$ cat config.mk
export PLATFORM = sky130hd
export DESIGN_NAME = fifo_rd_stream
export DESIGN_NICKNAME = d
export VERILOG_FILES = /design/src/rtl/fifo_rd_stream.sv
export SDC_FILE = /design/constraint.sdc
export NUM_CORES = 1
export LEC_CHECK = 0
export ABC_AREA = 0
export ABC_CLOCK_PERIOD_IN_PS = 2800
export BUFFER_PORTS_ARGS = -buffer_cell sky130_fd_sc_hd__buf_2
export CAP_MARGIN = 15
export CELL_PAD_IN_SITES_DETAIL_PLACEMENT = 1
export CELL_PAD_IN_SITES_GLOBAL_PLACEMENT = 1
export CORE_MARGIN = 4
export CORE_UTILIZATION = 37
export DETAILED_ROUTE_END_ITERATION = 16
export PLACE_DENSITY_LB_ADDON = 0.1
export SLEW_MARGIN = 10
export SYNTH_ARGS = -nofsm -noshare
export SYNTH_HDL_FRONTEND = slang
export SYNTH_SLANG_ARGS = --single-unit
$ cat constraint.sdc
create_clock -name rclk -period 2.8 [get_ports rclk]
set_input_delay 0.7 -clock rclk [delete_from_list [all_inputs] [get_ports rclk]]
set_output_delay 0.7 -clock rclk [all_outputs]
set_load 0.01 [all_outputs]
$ cat src/rtl/fifo_rd_stream.sv
// fifo_rd_stream: drains the read port of an async FIFO into a bubble-free valid/ready
// stream through a 2-entry buffer. Define FIFO_RD_STATS_EN to enable the word_cnt counter.
module fifo_rd_stream #(
    parameter int DW    = 8,
    parameter int CNT_W = 16
) (
    input  logic             rclk,
    input  logic             rrstn,
    input  logic             fifo_empty,
    output logic             fifo_rden,
    input  logic [DW-1:0]    fifo_rd_data,
    output logic             out_valid,
    input  logic             out_ready,
    output logic [DW-1:0]    out_data,
    output logic [1:0]       buf_level,
    output logic [CNT_W-1:0] word_cnt
);

    logic [DW-1:0] head;
    logic [DW-1:0] tail;
    logic [1:0]    count;
    logic          inflight;
    logic          pop;
    logic [2:0]    occupancy;
    logic [1:0]    slot;

    assign pop       = out_valid & out_ready;
    assign occupancy = {1'b0, count} + {2'b00, inflight} - {2'b00, pop};
    assign fifo_rden = rrstn & ~fifo_empty & (occupancy < 3'd2);
    assign slot      = count - {1'b0, pop};
    assign out_valid = (count != 2'd0);
    assign out_data  = head;
    assign buf_level = count;

    always_ff @(posedge rclk or negedge rrstn) begin
        if (!rrstn) begin
            count    <= 2'd0;
            inflight <= 1'b0;
        end else begin
            inflight <= fifo_rden;
            count    <= count - {1'b0, pop} + {1'b0, inflight};
        end
    end

    // Shift on pop first; a landing word then overwrites the slot just past the survivors.
    always_ff @(posedge rclk or negedge rrstn) begin
        if (!rrstn) begin
            head <= '0;
            tail <= '0;
        end else begin
            if (pop) begin
                head <= tail;
            end
            if (inflight) begin
                if (slot == 2'd0) begin
                    head <= fifo_rd_data;
                end else begin
                    tail <= fifo_rd_data;
                end
            end
        end
    end

`ifdef FIFO_RD_STATS_EN
    always_ff @(posedge rclk or negedge rrstn) begin
        if (!rrstn) begin
            word_cnt <= '0;
        end else if (pop && (word_cnt != '1)) begin
            word_cnt <= word_cnt + CNT_W'(1);
        end
    end
`else
    assign word_cnt = '0;
`endif

endmodule
---- Word-level counts from Yosys, hierarchy flattened ----
Index checks and enable logic that the tools add are counted.
operators by class
  bitwise operators ....................... 5
  reduce and logical (&&, ||, !) cells .... 3
  $add $sub $neg .......................... 4
  multiplexer cells ....................... 3
  $lt $le $gt $ge ......................... 1
operators by type and width
  operator                                                                      count
  8-bit 2-to-1 mux                                                              3
  2-bit by 1-bit adder with 3-bit output                                        1
  1-bit bitwise AND                                                             3
  3-bit by 2-bit less-than comparator with 1-bit output, second input constant  1
  3-bit by 1-bit subtractor with 3-bit output                                   1
  2-bit by 1-bit adder with 2-bit output                                        1
  2-bit logical NOT                                                             1
  1-bit NOT                                                                     2
  2-bit AND reduction                                                           1
  2-bit nonzero test                                                            1
  2-bit by 1-bit subtractor with 2-bit output                                   1
storage, ports and cells
  register bits after elaboration ......... 19
  output and inout port bits .............. 28
  bits of input ports ..................... 12

---- Logic depth before layout (Yosys ltp) ----
  depth in word-level cells ............... 6
  mapped depth ............................ 6
  depth with buffers taken out ............ 5

---- Worst setup path after synthesis ----
Ideal clock, no wire load.
  path type ............................... flip-flop to output port
  start ................................... reg count[1] (netlist: buf_level[1])
  end ..................................... out fifo_rden
  required time ........................... 2.100 ns
  data arrival time ....................... 1.895 ns
  stages on the path, launching flop included .. 7
  slack ................................... 0.205 ns
  path buffers ............................ 1
  cell sequence ........................... dfrtp_1 > buf_6 > o21ai_2 > nor2_1 > fa_1 > xor2_1 > nor3_1
between the ends
  word-level cells in the longest chain between the ends .. 5
  elaborated cells between the ends (all ways) .. 6
ends and longest elaborated chain
  what                                                                            RTL line  text
  start: declaration                                                              21        logic [1:0] count;
  start signal: assignment                                                        41        count <= count - {1'b0, pop} + {1'b0, inflight};
  branches (longest 2 deep; another with 2-bit by 1-bit adder with 3-bit output)  -
  3-bit by 1-bit subtractor with 3-bit output (*)                                 28        assign occupancy = {1'b0, count} + {2'b00, inflight} - {2'b00, pop};
  3-bit by 2-bit less-than comparator with 1-bit output (*)                       29        assign fifo_rden = rrstn & ~fifo_empty & (occupancy < 3'd2);
  1-bit bitwise AND (*)                                                           29
  end: declaration                                                                10        output logic fifo_rden,
Mark *: on every way between the ends.

---- Worst setup path in the final report ----
  start ................................... in out_ready
  end ..................................... out fifo_rden
between the ends
  word-level cells in the longest chain between the ends .. 4
ends and longest elaborated chain
  what                                                   RTL line  text
  start: declaration                                     13        input logic out_ready,
  1-bit bitwise AND                                      27        assign pop = out_valid & out_ready;
  3-bit by 1-bit subtractor with 3-bit output            28
  3-bit by 2-bit less-than comparator with 1-bit output  29
  1-bit bitwise AND                                      29
No other way between the ends.

==> results by group <==
Outcome
  – Outcome: completed

Synth
  – Register bit total from synthesis: 19
  – Top cells by area, synth: dfrtp_1 (46%), mux2_2 (15%), buf_4 (12%)
  – Adder-Cell Fraction of Synth Area: about 3.1%
  – Area leader, netlist: dfrtp_1
  – Post-synthesis mux area share: between 20% and 30%
  – XOR/XNOR share of the synthesized area: 2.53%
  – Sequential share of the synthesized area: between 40 and 50%
  – Syn Area/Cell: 13.3 um2
  – Largest family of logic cells by synthesized area: multiplexers
  – Mapped Cells: 78
  – Post-synth top area share: a little under half
  – Simple-gate share of the synthesized area: under 10%
  – Area of the mapped netlist: 1040 um2
  – Unique masters post-synth: 20
  – Synth warnings: 0
  – Post-synthesis compound-gate area fraction: 3.25%

Route
  – Routed WL: around 1800 um
  – DR WL met3: ~170 um
  – DRC Markers: 0
  – DR iter-0 viols: 11
  – WL/cell: between 10 and 15 um
  – Met1 wire length: approximately 700 um
  – Metal2 WL: 874 um
  – Final antenna-violating net count: 0
  – DR top layer: met4
  – Vias/cell: 4.60
  – DRT Pass-1 Iters: 2
  – Vias: roughly 630

Power and ir drop
  – Peak VDD IR: ~0.53 mV
  – Clock group share of total power: ~12%
  – Leak pwr: 0.608 nW
  – Internal power: roughly 740 uW
  – Gate power share: a little under half
  – Sw frac: approximately a third
  – PwrDens: about 950 nW/um2
  – Total power: around 1.1 mW
  – Seq pwr share: between 40% and 50%
  – Switching power: 373 uW

Placement
  – IO Port Bufs: 23
  – Hpwl dp: approximately 1400 um
  – Placed inst area: 1140 um2
  – Gpl congestion: ~0.69

CTS
  – Number of CTS-inserted buffers: 3
  – CTS tree: built
  – Clk_lat worst skew: roughly 290 ps
  – Postcts setup bufs: 0
  – Sink Count: 19
  – Post-CTS Resized: 0
  – H-tree Lvls: 1
  – Cts hold-fix bufs: 0
  – Clock root cell: clkbuf_4
  – Worst-case clock buffer depth: 2
  – Clock transition at path regs: 100 ps

Worst setup path
  – Worst reg2reg path startpoint: buf_level[0]
  – Critical path arrival: 1980 ps
  – Critical Path Sink Type: primary output
  – Kind of critical path: in2out
  – CP peak stage delay: between 300 and 400 ps
  – Critical-path maximum fanout: 4
  – Slowest library cell on the worst path: fa_1
  – CP startpoint kind: input port
  – Reg2Reg Depth: 3
  – Worst Path Required: roughly 2100 ps
  – Setup slack, reg-to-reg: roughly 1200 ps
  – Crit-path cells: buf_2 > xor2_1 > nand2_1 > fa_1 > xor2_1 > nor3_2 > buf_2
  – Reg2reg end: out_data[7]

Global route
  – Vias in the first global route: between 600 and 700
  – Total track usage: 10.9%
  – Total grt overflow: 0
  – Initial antenna violation count: 0
  – Pin count of the biggest net entering global routing: 20
  – Global-route wire length before repair: between 2000 and 3000 um

Die
  – IO Count: 40
  – Die ar.: about 3700 um2
  – Die height: roughly 61 um
  – Rows: 18
  – Core Box Area: approximately 2600 um2
  – Starting Density: 40.4%
  – Horiz. Die Dim: around 61 um

Layout
  – Layout Area Growth over Synthesis: 12.9%
  – Register Area: 477 um2
  – Multi-input gate area: slightly below 500 um2
  – FILL cells: around 290
  – Final #Nets: between 100 and 150
  – Inserted Diodes: 0
  – Layout cell share with drive strength beyond 1: between 50% and 60%
  – Post-layout instance area: ~1200 um2

STA
  – Setup TNS: 0 ps
  – Slew Viols, Final: 0
  – Hold Vio Cnt, Final: 0
  – Period utilisation layout: roughly 96%
  – F_max: about 0.37 GHz
  – Clock skew: roughly 2.2 ps
  – Post-layout minimum cycle time: roughly 2700 ps
  – Worst-case hold slack: between 300 and 400 ps
  – Final setup viols: 0
  – RSZ-0062 raised after global routing: false

Min path
  – Worst Hold Class: in2async

Flow run
  – Max Cap Viol: 0
[metrics by stage]
step | util, % | std cells | setup slack, ps
final | 45.7 | 136 | 120
after global routing | 45.7 | 136 | 9.97
after CTS | 45.4 | 136 | 28.9
after detailed placement | 44.3 | 132 | 32.0
after global placement | 44.3 | 132 | 159
after floorplan | - | 93 | 205
[final cells by class]
type | count | share of cell area [%]
well taps | 30 | 3.20
clock inverters | 1 | 0.427
flip-flops and latches | 19 | 40.7
clock buffers | 3 | 1.92
repair buffers | 26 | 11.7
multi-input cells | 57 | 42.0
[metal layers]
layer | global-route usage (%) | vias up
li1 | - | 291
met2 | 18.8 | 28
met1 | 12.5 | 303
met4 | 4.64 | 0
met5 | 0 | -
met3 | 3.40 | 4
[state kept, by name (all words and copies together) (netlist names)]
| signal | flops |
|---|---|
| tail | 8 |
| buf_level | 2 |
| out_data | 8 |
| inflight | 1 |
[synth_stat cells (all sizes together)]
cell / count
nor3b: 1
dfrtp: 19
nand2: 2
mux2: 24
o21ai: 2
nor3: 1
a21o: 1
nor2b: 2
ha: 1
and2b: 1
or2: 1
xor2: 3
buf: 17
fa: 1
nor2: 1
conb: 1
[worst max-delay path, delay by kind of cell]
| kind | cells | cell delay, ps |
|---|---|---|
| buffers and inverters | 2 | 300 |
| AND/OR/NAND/NOR | 2 | 290 |
| adder cells (fa/ha/maj) | 1 | 380 |
| XOR/XNOR | 2 | 320 |
[kinds of logic after synthesis]
family,after synthesis
XOR/XNOR,3
multiplexers,24
AO/OA/AOI/OAI,3
buffers and inverters,17
other,1
AND/OR/NAND/NOR,9
flip-flops,19
adder cells (fa/ha/maj),2
[power groups by stage]
stage	Combinational (mW)	Sequential, mW	Clock [mW]
2_1_floorplan	0.345	0.501	0
3_3_place_gp	0.501	0.474	0
3_5_place_dp	0.513	0.480	0
4_1_cts	0.514	0.473	0.146
5_1_grt	0.565	0.496	0.157
6_report	0.503	0.471	0.134
[placed cells by master (no fill, tap or decap), types with 2 or more instances in the layout]
cell and instances:
buf_2 23, buf_4 3, clkbuf_4 3, conb_1 16
dfrtp_1 18, mux2_1 10, mux2_2 14, nand2_1 2
xor2_1 3
[worst max-delay path by stage]
stage	slack (ps)	cells past startpoint	end	startpoint
floorplan	210	6	fifo_rden	buf_level[1]
global route	10	7	fifo_rden	out_ready
detailed placement	30	7	fifo_rden	out_ready
global placement	160	7	fifo_rden	out_ready
finish	120	7	fifo_rden	out_ready
CTS	30	7	fifo_rden	out_ready
No activity file was read; power rests on OpenSTA's default activity.
